[config.mk]
export PLATFORM = sky130hd
export DESIGN_NAME = clint_multi
export DESIGN_NICKNAME = d
export VERILOG_FILES = /design/src/rtl/csr_defs.sv /design/src/rtl/clint_timebase.sv /design/src/rtl/clint_multi.sv
export SDC_FILE = /design/constraint.sdc
export NUM_CORES = 1
export LEC_CHECK = 0
export CAP_MARGIN = 15
export CORE_MARGIN = 2
export CORE_UTILIZATION = 24
export CTS_CLUSTER_DIAMETER = 100
export DETAILED_ROUTE_END_ITERATION = 7
export DONT_BUFFER_PORTS = 1
export PLACE_DENSITY_LB_ADDON = 0.1
export REMOVE_ABC_BUFFERS = 1
export SETUP_SLACK_MARGIN = 0.02
export SLEW_MARGIN = 20
export SYNTH_ARGS = -nofsm -noshare
export SYNTH_HDL_FRONTEND = slang
export SYNTH_SLANG_ARGS = --single-unit
export TNS_END_PERCENT = 100
[constraint.sdc]
create_clock -name clk -period 2.97 [get_ports clk]
set_clock_uncertainty 0.2 [all_clocks]
set_input_delay 0.594 -clock clk [delete_from_list [all_inputs] [get_ports clk]]
set_output_delay 0.594 -clock clk [all_outputs]
set_load 0.01 [all_outputs]
[src/rtl/csr_defs.sv]
// Shared CSR/MMIO definitions: CLINT register offsets, per-hart strides
// and the byte-lane merge helper used by every byte-enable write path.
package csr_defs;

  // Byte offsets inside the 64 KiB CLINT window.
  localparam logic [15:0] CLINT_MSIP_OFF     = 16'h0000;
  localparam logic [15:0] CLINT_MTIMECMP_OFF = 16'h4000;
  localparam logic [15:0] CLINT_MTIME_OFF    = 16'hBFF8;

  // Address distance between consecutive harts' registers.
  localparam int CLINT_MSIP_STRIDE     = 4;
  localparam int CLINT_MTIMECMP_STRIDE = 8;

  // Replace each byte lane of old_word whose enable is set with the
  // matching lane of new_word.
  function automatic logic [31:0] be_merge(
    input logic [31:0] old_word,
    input logic [31:0] new_word,
    input logic [3:0]  be
  );
    logic [31:0] merged;
    for (int b = 0; b < 4; b++) begin
      merged[8*b +: 8] = be[b] ? new_word[8*b +: 8] : old_word[8*b +: 8];
    end
    return merged;
  endfunction

endpackage

[src/rtl/clint_timebase.sv]
// CLINT timebase: clock prescaler feeding a free-running 64-bit mtime
// counter with a word-wise software write port and a debug freeze.
module clint_timebase
  import csr_defs::*;
#(
  parameter int TICK_DIV = 1
) (
  input  logic        clk,
  input  logic        rst,
  input  logic        dbg_halt,
  input  logic        wr_lo,
  input  logic        wr_hi,
  input  logic [3:0]  wr_be,
  input  logic [31:0] wr_data,
  output logic [63:0] mtime
);

  localparam int DIV_W = (TICK_DIV > 1) ? $clog2(TICK_DIV) : 1;
  localparam logic [DIV_W-1:0] DIV_LAST = DIV_W'(TICK_DIV - 1);

  logic [DIV_W-1:0] div_cnt_reg;
  logic [63:0]      mtime_reg;
  logic             tick;

  // With TICK_DIV = 1 the counter sits at 0 == DIV_LAST, so every
  // non-halted cycle ticks.
  assign tick  = !dbg_halt && (div_cnt_reg == DIV_LAST);
  assign mtime = mtime_reg;

  // Prescaler: counts non-halted cycles, wrapping after TICK_DIV of them.
  always_ff @(posedge clk) begin
    if (rst) begin
      div_cnt_reg <= '0;
    end else if (!dbg_halt) begin
      if (div_cnt_reg == DIV_LAST) begin
        div_cnt_reg <= '0;
      end else begin
        div_cnt_reg <= div_cnt_reg + 1'b1;
      end
    end
  end

  // mtime: a software write to either word suppresses that cycle's
  // increment entirely, so no carry leaks into the unwritten word.
  always_ff @(posedge clk) begin
    if (rst) begin
      mtime_reg <= '0;
    end else if (wr_lo || wr_hi) begin
      if (wr_lo) begin
        mtime_reg[31:0] <= be_merge(mtime_reg[31:0], wr_data, wr_be);
      end
      if (wr_hi) begin
        mtime_reg[63:32] <= be_merge(mtime_reg[63:32], wr_data, wr_be);
      end
    end else if (tick) begin
      mtime_reg <= mtime_reg + 64'd1;
    end
  end

endmodule

[src/rtl/clint_multi.sv]
// Multi-hart core-local interruptor: MMIO decode, per-hart msip and
// mtimecmp registers, registered mtip compare and a one-cycle response.
module clint_multi
  import csr_defs::*;
#(
  parameter int          NUM_HARTS = 1,
  parameter int          TICK_DIV  = 1,
  parameter logic [31:0] BASE_ADDR = 32'h0200_0000
) (
  input  logic                 clk,
  input  logic                 rst,
  input  logic                 req_valid,
  input  logic                 req_we,
  input  logic [31:0]          req_addr,
  input  logic [3:0]           req_be,
  input  logic [31:0]          req_wdata,
  output logic                 rsp_valid,
  output logic [31:0]          rsp_rdata,
  output logic                 rsp_err,
  input  logic                 dbg_halt,
  output logic [NUM_HARTS-1:0] msip,
  output logic [NUM_HARTS-1:0] mtip
);

  localparam logic [13:0] MTIME_LO_WORD = 14'(CLINT_MTIME_OFF >> 2);
  localparam logic [13:0] MTIME_HI_WORD = 14'((CLINT_MTIME_OFF + 16'd4) >> 2);

  logic [31:0]          rel_addr;
  logic [13:0]          word_off;
  logic                 in_window;
  logic                 addr_lsb_unused;
  logic                 wr_en;
  logic [NUM_HARTS-1:0] msip_sel;
  logic [NUM_HARTS-1:0] cmp_lo_sel;
  logic [NUM_HARTS-1:0] cmp_hi_sel;
  logic                 mtime_lo_sel;
  logic                 mtime_hi_sel;
  logic                 hit;
  logic                 msip_reg [NUM_HARTS];
  logic                 mtip_reg [NUM_HARTS];
  logic [63:0]          mtimecmp_reg [NUM_HARTS];
  logic [63:0]          mtime;
  logic [31:0]          rdata_next;
  logic                 rsp_valid_reg;
  logic                 rsp_err_reg;
  logic [31:0]          rsp_rdata_reg;

  // Window-relative word offset; byte bits [1:0] are deliberately ignored.
  assign rel_addr        = req_addr - BASE_ADDR;
  assign word_off        = rel_addr[15:2];
  assign in_window       = (rel_addr[31:16] == 16'h0);
  assign addr_lsb_unused = ^rel_addr[1:0];
  assign wr_en           = req_valid && req_we;

  assign mtime_lo_sel = in_window && (word_off == MTIME_LO_WORD);
  assign mtime_hi_sel = in_window && (word_off == MTIME_HI_WORD);
  assign hit = in_window && ((|msip_sel) || (|cmp_lo_sel) || (|cmp_hi_sel) ||
                             mtime_lo_sel || mtime_hi_sel);

  for (genvar gi = 0; gi < NUM_HARTS; gi++) begin : g_hart
    assign msip_sel[gi]   = in_window && (word_off ==
      14'((32'(CLINT_MSIP_OFF) + CLINT_MSIP_STRIDE * gi) >> 2));
    assign cmp_lo_sel[gi] = in_window && (word_off ==
      14'((32'(CLINT_MTIMECMP_OFF) + CLINT_MTIMECMP_STRIDE * gi) >> 2));
    assign cmp_hi_sel[gi] = in_window && (word_off ==
      14'((32'(CLINT_MTIMECMP_OFF) + CLINT_MTIMECMP_STRIDE * gi + 4) >> 2));

    assign msip[gi] = msip_reg[gi];
    assign mtip[gi] = mtip_reg[gi];

    // msip: only bit 0 exists, so only byte lane 0 can change it.
    always_ff @(posedge clk) begin
      if (rst) begin
        msip_reg[gi] <= 1'b0;
      end else if (wr_en && msip_sel[gi] && req_be[0]) begin
        msip_reg[gi] <= req_wdata[0];
      end
    end

    // mtimecmp: resets to all-ones so no timer interrupt is pending.
    always_ff @(posedge clk) begin
      if (rst) begin
        mtimecmp_reg[gi] <= '1;
      end else begin
        if (wr_en && cmp_lo_sel[gi]) begin
          mtimecmp_reg[gi][31:0] <= be_merge(mtimecmp_reg[gi][31:0], req_wdata, req_be);
        end
        if (wr_en && cmp_hi_sel[gi]) begin
          mtimecmp_reg[gi][63:32] <= be_merge(mtimecmp_reg[gi][63:32], req_wdata, req_be);
        end
      end
    end

    // mtip: registered unsigned compare, one cycle behind the registers.
    always_ff @(posedge clk) begin
      if (rst) begin
        mtip_reg[gi] <= 1'b0;
      end else begin
        mtip_reg[gi] <= (mtime >= mtimecmp_reg[gi]);
      end
    end
  end

  // A write with no byte enables is a pure no-op and must not steal a tick.
  clint_timebase #(
    .TICK_DIV (TICK_DIV)
  ) u_timebase (
    .clk      (clk),
    .rst      (rst),
    .dbg_halt (dbg_halt),
    .wr_lo    (wr_en && mtime_lo_sel && (req_be != 4'b0)),
    .wr_hi    (wr_en && mtime_hi_sel && (req_be != 4'b0)),
    .wr_be    (req_be),
    .wr_data  (req_wdata),
    .mtime    (mtime)
  );

  // Read mux: unmapped offsets fall through to zero.
  always_comb begin
    rdata_next = '0;
    for (int h = 0; h < NUM_HARTS; h++) begin
      if (msip_sel[h])   rdata_next = {31'b0, msip_reg[h]};
      if (cmp_lo_sel[h]) rdata_next = mtimecmp_reg[h][31:0];
      if (cmp_hi_sel[h]) rdata_next = mtimecmp_reg[h][63:32];
    end
    if (mtime_lo_sel) rdata_next = mtime[31:0];
    if (mtime_hi_sel) rdata_next = mtime[63:32];
  end

  // Response register: one strobe per accepted request, one cycle later.
  always_ff @(posedge clk) begin
    if (rst) begin
      rsp_valid_reg <= 1'b0;
      rsp_err_reg   <= 1'b0;
      rsp_rdata_reg <= '0;
    end else begin
      rsp_valid_reg <= req_valid;
      rsp_err_reg   <= req_valid && !hit;
      rsp_rdata_reg <= (req_valid && !req_we) ? rdata_next : '0;
    end
  end

  assign rsp_valid = rsp_valid_reg;
  assign rsp_err   = rsp_err_reg;
  assign rsp_rdata = rsp_rdata_reg;

endmodule

==> After elaboration in Yosys (flattened, before gate mapping) <==
Memories as Yosys holds them, arrays and structs flattened.
Cells that the tools add are included.
Widths: inputs -> output; s select.
{ "word_totals": {"memories": 3, "ram_bits": 66, "word_cells": 116, "in_bits": 73, "ff_bits": 99} }
{ "op_classes": {"n_reduce_logical": 43, "n_mux": 42, "eq_ne": 10, "add_sub_neg": 3, "bitwise_logic": 2, "n_lt_le_gt_ge": 1} }
{ "memory_table": {"columns": ["name", "words", "width", "rd", "rd_clocked_by_memory_dff", "wr", "line", "rtl"], "rows": [
  ["mtimecmp_reg", 1, 64, 1, 0, 1, "clint_multi.sv:41", "logic [63:0] mtimecmp_reg [NUM_HARTS];"],
  ["msip_reg", 1, 1, 1, 0, 1, "clint_multi.sv:39", "logic msip_reg [NUM_HARTS];"],
  ["mtip_reg", 1, 1, 1, 0, 1, "clint_multi.sv:40", "logic mtip_reg [NUM_HARTS];"]
]} }
{ "op_table": {"columns": ["cell", "count"], "rows": [
  ["$mux 64", 4],
  ["$mux 32", 6],
  ["$reduce_or 64->1", 2],
  ["$mux 8", 12],
  ["$add 64x1->64 const B", 1],
  ["$ge 64x64->1", 1],
  ["$sub 32x26->32 const B", 1],
  ["$eq 14x13->1 const B", 2],
  ["$eq 14x14->1 const B", 2],
  ["$reduce_and 3->1", 8],
  ["$logic_and 1x1->1", 18],
  ["$mux 1", 18],
  ["$logic_not 16->1", 1],
  ["$logic_not 14->1", 1],
  ["$ne 2x2->1 const B", 4],
  ["$logic_or 1x1->1", 5],
  ["$mux 2", 2],
  ["$ne 2x1->1 const B", 2],
  ["$reduce_bool 4->1", 1],
  ["$logic_not 1->1", 3],
  ["$not 1->1", 2],
  ["$reduce_bool 2->1", 1],
  ["$reduce_or 1->1", 2],
  ["$reduce_or 2->1", 1],
  ["$add 1x1->1 const B", 1]
]} }

==> Longest topological paths before layout <==
Gate-level depths: netlist (run 1).
{ "logic_depth": {"depth_word": 10, "mapped_depth": 11} }

==> Modules after synthesis <==
A second synthesis (run 1) with hierarchy kept.
{ "hier_totals": {"hier_cells": 1252, "hier_area_um2": 10607.7} }
{ "modules_own_cells": {"columns": ["mod", "area_per_inst_um2", "seq_area_each_um2", "n_inst", "cells_per_inst"], "rows": [
  ["clint_multi", 6192.2, 2652.5, 1, 642],
  ["clint_timebase", 4415.5, 1281.2, 1, 610]
]} }

==> Worst setup path after synthesis (run 1) <==
No wires, ideal clock.
{ "synth_timing": {"kind": "input port to flip-flop", "from": "in req_addr[25]", "to": "mem mtimecmp_reg[0][10] (data pin)", "setup_time_ns": 0.254, "path_slack_ns": 0.026, "t_arrival_ns": 2.490, "path_buffers": 2, "t_required_ns": 2.516, "stages": 10, "path_cell_list": "inv_1 > ha_1 > nor4b_1 > nand2_1 > nor4_4 > and3_1 > buf_2 > nand2_1 > buf_2 > o21a_1"} }
{ "synth_between": {"elab_chain_len": 10} }
{ "synth_lines": {"columns": ["item", "line", "rtl"], "rows": [
  ["from (decl)", "clint_multi.sv:14", "input logic [31:0] req_addr,"],
  ["$sub 32x26->32", "clint_multi.sv:49", "assign rel_addr = req_addr - BASE_ADDR;"],
  ["$logic_not 16->1", "clint_multi.sv:51", "assign in_window = (rel_addr[31:16] == 16'h0);"],
  ["$logic_and 1x1->1", "clint_multi.sv:63", "assign cmp_lo_sel[gi] = in_window && (word_off =="],
  ["$logic_and 1x1->1", "clint_multi.sv:85", "if (wr_en && cmp_lo_sel[gi]) begin"],
  ["$mux 1", "clint_multi.sv:85", null],
  ["$mux 1", "clint_multi.sv:82", "if (rst) begin"],
  ["$mux 1 (implied by the code)", "clint_multi.sv:86", "mtimecmp_reg[gi][31:0] <= be_merge(mtimecmp_reg[gi][31:0], req_wdata, req_be);"],
  ["$reduce_or 64->1 (no line)", null, null],
  ["$mux 64 (no line) (2 in a row)", null, null],
  ["to (decl)", "clint_multi.sv:41", null]
]} }
No other way between the ends. The select of a mux whose other input is x is not followed.

==> Worst setup path after layout (run 1) <==
{ "layout_timing": {"from": "reg u_timebase.mtime_reg[22] (netlist: u_timebase.mtime[22])", "to": "reg u_timebase.mtime_reg[43] (netlist: u_timebase.mtime[43])"} }
{ "layout_between": {"elab_chain_len": 3} }
{ "layout_lines": {"columns": ["item", "line", "rtl"], "rows": [
  ["from (decl)", "clint_timebase.sv:22", "logic [63:0] mtime_reg;"],
  ["from (signal assigned)", "clint_timebase.sv:50", "mtime_reg[31:0] <= be_merge(mtime_reg[31:0], wr_data, wr_be);"],
  ["from (signal assigned)", "clint_timebase.sv:56", "mtime_reg <= mtime_reg + 64'd1;"],
  ["$add 64x1->64", "clint_timebase.sv:56", null],
  ["$mux 64", "clint_timebase.sv:55", "end else if (tick) begin"],
  ["$mux 64", "clint_timebase.sv:48", "end else if (wr_lo || wr_hi) begin"]
]} }
No other way between the ends. The select of a mux whose other input is x is not followed.
A chain may end at the register's enable or synchronous reset.

==> flow_metrics.tcl, run 1 <==
set metrics [dict create \
    dpl.hpwl_mm 33.68 \
    start_kind "register" \
    die_area_mm2 0.04532 \
    grt_pass1_vias 10160 \
    drive_gt1_frac 0.1496 \
    cts_tree "built" \
    cts_setup_buffers 0 \
    io_buffers 0 \
    post_cts_resized 0 \
    drt_wl_total_mm 46.02 \
    num_antenna_cells 0 \
    met2_usage 0.3351 \
    drt_iter0_drc 861 \
    netlist_instances 1246 \
    ys_async_sr_fraction 0 \
    status "complete, but fails checks" \
    grt.met1_usage 0.2813 \
    path_max_fanout 8 \
    gp_congestion 0.8235 \
    grt_usage 0.2076 \
    grt_use_met3 0.03471 \
    io_pins 109 \
    setup.worst_path.class "reg -> reg" \
    rows 76 \
    synth_seq_cells 164 \
    finalHoldViolations 0 \
    maxSlewViolCount 0 \
    yosysTopAreaCellShare 0.1892 \
    top_usage_layer "met2" \
    ys_types 74 \
    critical_path.endpoint_type "register" \
    initial_core_util 0.2431 \
    hp-class "in -> reg" \
    cts_root_buf "clkbuf_16" \
    post-place-ws_ns -0.1157 \
    crit_chain "and4_1 -> and2_0 -> nand3_1 -> buf_4 -> o41ai_1 -> a21oi_1 -> a211oi_1" \
    dp.cells 1886 \
    peakVddDrop_mv 0.2884 \
    core_area_mm2 0.04308 \
    clkLatencyLatePin_ns 0.46 \
    worst_slew_pin_slew_ns 0.9029 \
    drc 2 \
    wire_per_inst_um 23.94 \
    grt-ovfl-total 0 \
    die_x_um 212.9 \
    period_share 0.9373 \
    via_per_inst 5.230 \
    ys.flop_type "dfxtp_1" \
    antenna_found_initial 0 \
    syn_area_mm2 0.01047 \
    relSlewSlack 0.3917 \
    synth.most_common_cell "nand2_1" \
    final_antenna_net_count 0 \
    critPathRequiredTime_ns 3.12 \
    violations "DRC" \
    nets 1463 \
    cts_sinks 164 \
    synth-edff-count 65 \
    rsz0062_at_grt "false" \
    fin_cells 1922 \
    slowest_stage "dfxtp_1" \
    setup_slack_ns 0.1862 \
    grt_max_degree 107 \
    clk_pin_slew_ns 0.07 \
    area_growth_pct 22.19 \
    fin_crit_ns 2.784 \
    cts_buffers 17 \
    seq_area_frac_synth 0.3756 \
    ys_warn_count 0 \
    leakage_nw 4.846 \
    syn_avg_cell_area_um2 8.405 \
    ys_top_cells_by_count "nand2_1, o21ai_0, dfxtp_1" \
    slowest_delay_ns 0.45 \
    vias 10050 \
    critPathArrivalTime_ns 2.94 \
    yosys.area.top_type "dfxtp_1" \
    yosys-top-cells-area "dfxtp_1, edfxtp_1, ha_1" \
    die_y_um 212.9 \
    max-clock-path-buffers 2 \
    powerDensity_mw_per_mm2 394.9 \
    hold_buffers 4 \
    htreeDepth 4 \
    drv_cap 0 \
    dr.pass1.iters 8 \
    setup_viol 0 \
    clock.fmax_mhz 359.2 \
    grt_pass1_wl_mm 68.23 \
]
-- routing by layer --
metal	share of wire	vias up
met2	0.46	267
met1	0.47	4922
met3	0.045	48
li1	-	4816
met4	0.024	0
met5	0	-
-- worst max-delay path, delay by kind of cell, from the launching register on --
family	cells	cell delay, ns
AO/OA/AOI/OAI	3	0.84
buffers and inverters	1	0.22
flip-flops	1	0.45
AND/OR/NAND/NOR	3	0.96
-- power breakdown --
group / internal [mW] / switching, mW / total, mW
logic: 0.125 / 0.199 / 0.324
registers: 2.38 / 0.0227 / 2.41
clock network: 1.30 / 1.02 / 2.32
total: 3.81 / 1.24 / 5.05
-- stage by stage --
stage	cell area, µm²	hold slack [ns]	setup TNS [ns]	power (mW)	util
after floorplan	10100	0.2765	-197.87	2.621	-
after global placement	12150	0.3396	-1.768	2.760	0.2821
after detailed placement	12150	0.3408	-2.274	2.762	0.2821
after CTS	12800	0.000004274	0	5.127	0.2971
after global routing	12800	0.0002983	0	5.254	0.2971
final	12800	0.03440	0	5.054	0.2971
-- layout make-up --
type / instances / area [µm²]
clock buffers: 27 / 561.8
clock inverters: 5 / 32.53
inverters: 79 / 296.5
multi-input cells: 922 / 5893
well taps: 585 / 732.0
flip-flops and latches: 164 / 3934
fillers: 4661 / 30280
repair buffers: 140 / 1346
-- kinds of logic after synthesis --
group | count (synthesis) | synth area share
compound gates | 385 | 0.2481
buf+inv | 160 | 0.06344
flops | 164 | 0.3756
simple gates | 468 | 0.2312
xor+xnor | 1 | 0.0008365
mux | 2 | 0.001912
fa+ha+maj | 66 | 0.07885
-- placed cells by master (no fill, tap or decap), types with 17 or more instances in the layout --
| cell | count |
|---|---|
| nor3_1 | 26 |
| inv_1 | 78 |
| nor2_1 | 78 |
| and3_1 | 18 |
| ha_1 | 66 |
| nor4_1 | 20 |
| nand2_1 | 170 |
| buf_12 | 23 |
| a21o_1 | 17 |
| and2_1 | 27 |
| dfxtp_1 | 99 |
| edfxtp_1 | 65 |
| nand3_1 | 34 |
| o21a_1 | 35 |
| a21oi_1 | 83 |
| o21ai_0 | 105 |
| clkbuf_16 | 21 |
| a222oi_1 | 32 |
| buf_4 | 114 |
| nand4_1 | 36 |
-- worst paths after layout --
path,to,slack [ns],depth (start not counted),start
setup / recovery,u_timebase.mtime[43],0.19,7,u_timebase.mtime[22]
hold reg to reg,u_timebase.mtime[53],0.35,2,u_timebase.mtime[53]
setup reg to reg,u_timebase.mtime[43],0.19,7,u_timebase.mtime[22]
hold / removal,u_timebase.mtime[11],0.03,1,rst
No activity file was read; power rests on OpenSTA's default activity.
==> run 2, diff against run 1 <==
Settings changed: CAP_MARGIN 15 to not set, PLACE_DENSITY set to 0.47, PLACE_DENSITY_LB_ADDON 0.1 to not set, SLEW_MARGIN 20 to 15.
==> run 2 against run 1 <==
The run now ends clean. Critical path depth is 3 higher. Non-clock buffer count is 12 lower. Core utilization is 0.44 points lower. Wire length is 11% lower. Maximum frequency is 0.46% lower. Register-to-register slack hardly changed. Count of clock-buffer cells in the layout is 9 lower. Critical path type unchanged. Critical endpoint is now mtip_reg[0].
==> flow_metrics.tcl, run 2 (synthesis results as in run 1) <==
set metrics [dict create \
    rows 76 \
    fin_crit_ns 2.797 \
    slowest_stage "o41ai_1" \
    total_power_mw 5.109 \
    reg2regPathDepth 10 \
    maxSlewViolCount 0 \
    core_area_mm2 0.04308 \
    dpl.hpwl_mm 30.67 \
    mostFrequentLayoutCell "nand2_1" \
    worst_slew_pin_slew_ns 0.7304 \
    antenna_found_initial 1 \
    htreeDepth 4 \
    drc 0 \
    layout_common_cells "nand2_1, buf_4, o21ai_0" \
    num_antenna_cells 0 \
    clock.fmax_mhz 357.6 \
    worst-r2r-setup-slack_ns 0.17 \
    slowest_delay_ns 0.49 \
    peakVddDrop_mv 0.2357 \
    max-clock-path-buffers 2 \
    wire_per_inst_um 21.45 \
    setup_viol 0 \
    leakage_nw 4.740 \
    grt_pass1_wl_mm 62.33 \
    startpoint "mtimecmp_reg[0][46]" \
    status "finished clean" \
    grt_usage 0.1847 \
    p_comb_frac 0.057 \
    critical_path.endpoint_type "register" \
    crit_chain "inv_1 -> ha_1 -> nand4_1 -> buf_4 -> nor4_4 -> buf_4 -> nand2_1 -> o41ai_1 -> o41ai_1 -> a31oi_1" \
    cts_tree "built" \
    io_buffers 0 \
    final_antenna_net_count 0 \
    cp-endpoint "mtip_reg[0]" \
    reg2reg_to "mtip_reg[0]" \
    p_switching_mw 1.278 \
    clk_pin_slew_ns 0.07 \
    cts_sinks 164 \
    r2r-start "mtimecmp_reg[0][46]" \
    fillers 4562 \
    drt_wl_total_mm 40.97 \
    die_y_um 212.9 \
    finalHoldViolations 0 \
    drive_gt1_frac 0.1479 \
    switching_share 0.2501 \
    nets 1451 \
    setup_tns_ns 0 \
    die_x_um 212.9 \
    setup_slack_ns 0.1734 \
    gp_congestion 0.8539 \
    rsz0062_at_grt "false" \
    drv_cap 0 \
    grt_max_degree 107 \
    start_kind "register" \
    critPathRequiredTime_ns 3.14 \
    grt-ovfl-total 0 \
    clkLatencyLatePin_ns 0.46 \
    clkPwrFrac 0.472 \
    critPathArrivalTime_ns 2.96 \
    cp.depth 10 \
    post-route-util 0.2927 \
    grt_pass1_vias 9921 \
    cp.buffers_inverters 3 \
    cts_buffers 17 \
    crit_family "compound AO/OA/AOI/OAI gates" \
    hp-class "in -> reg" \
    relSlewSlack 0.5079 \
    post-place-ws_ns -0.3155 \
    cts_root_buf "clkbuf_16" \
    area_growth_pct 20.39 \
    setup.worst_path.class "reg -> reg" \
    io_pins 109 \
    dr.pass1.iters 7 \
    drt_iter0_drc 901 \
    vias 10130 \
    via_per_inst 5.306 \
    die_area_mm2 0.04532 \
    initial_core_util 0.2431 \
    path_max_fanout 2 \
    powerDensity_mw_per_mm2 405.2 \
    period_share 0.9416 \
    seqPwrFrac 0.471 \
    p_int_mw 3.831 \
]
[run 2: changes by cell type in the layout (fill, tap and decap cells not counted), sizes merged]
cell	delta
buf	-10
clkbuf	-9
bufinv	+3
clkinvlp	+3
clkinv	+2
dlygate4sd3	-2
inv	+1
[run 2: metal layers]
layer | part of all wire | GRT usage | vias up
li1 | - | - | 4789
met1 | 0.46 | 0.2496 | 4952
met2 | 0.45 | 0.2925 | 346
met3 | 0.065 | 0.03677 | 45
met4 | 0.023 | 0.06487 | 2
met5 | 0.00027 | 0 | -
[run 2: worst min-delay path by stage]
| stage | start | end | slack [ns] | cells past startpoint |
|---|---|---|---|---|
| floorplan | u_timebase.mtime[22] | u_timebase.mtime[22] | 0.28 | 2 |
| global route | rst | u_timebase.mtime[3] | 0.004 | 1 |
| global placement | u_timebase.mtime[53] | u_timebase.mtime[53] | 0.33 | 2 |
| CTS | rst | u_timebase.mtime[3] | 0.003 | 1 |
| detailed placement | u_timebase.mtime[53] | u_timebase.mtime[53] | 0.33 | 2 |
| finish | rst | u_timebase.mtime[1] | 0.02 | 1 |
[run 2: repair_timing]
item / 4_1_cts / 5_1_grt
pin swaps: 1 / 2
buffers inserted: 2 / 1
hold buffers: 1 / 0
endpoints found under the setup margin: 1 / 7
endpoints found under the hold margin: 1 / 0
resized for setup: 2 / 4
gates cloned: 0 / 0
[run 2: worst register-to-register path: cells and delay by family, from the launching register on]
kind	cells	cell delay, ns
compound gates	3	0.87
buf+inv	3	0.42
fa+ha+maj	1	0.31
simple gates	3	0.53
flops	1	0.37
[run 2: final cells by class]
cell class                 instances  area (µm²)  area share
inverter                          79       296.5     0.02352
clock buffer                      18       429.2     0.03404
sequential                       164        3935      0.3121
clock inverter                    14       177.7     0.01409
tap                              585       732.0     0.05805
timing repair buffer             128        1126     0.08931
multi-input combinational        922        5912      0.4689
[run 2: power by group through the flow]
stage,combinational [mW],sequential (mW),clock (mW)
floorplan,0.171,2.45,0
CTS,0.292,2.41,2.47
detailed placement,0.287,2.46,0
global placement,0.284,2.46,0
finish,0.292,2.41,2.41
global route,0.328,2.41,2.55
[run 2: through the flow]
stage	std cells	instance area (µm²)	hold slack (ns)
2_1_floorplan	1165	10100	0.2765
3_3_place_gp	1874	11940	0.3269
3_5_place_dp	1874	11940	0.3306
4_1_cts	1909	12590	0.002724
5_1_grt	1910	12610	0.003702
6_report	1910	12610	0.02484
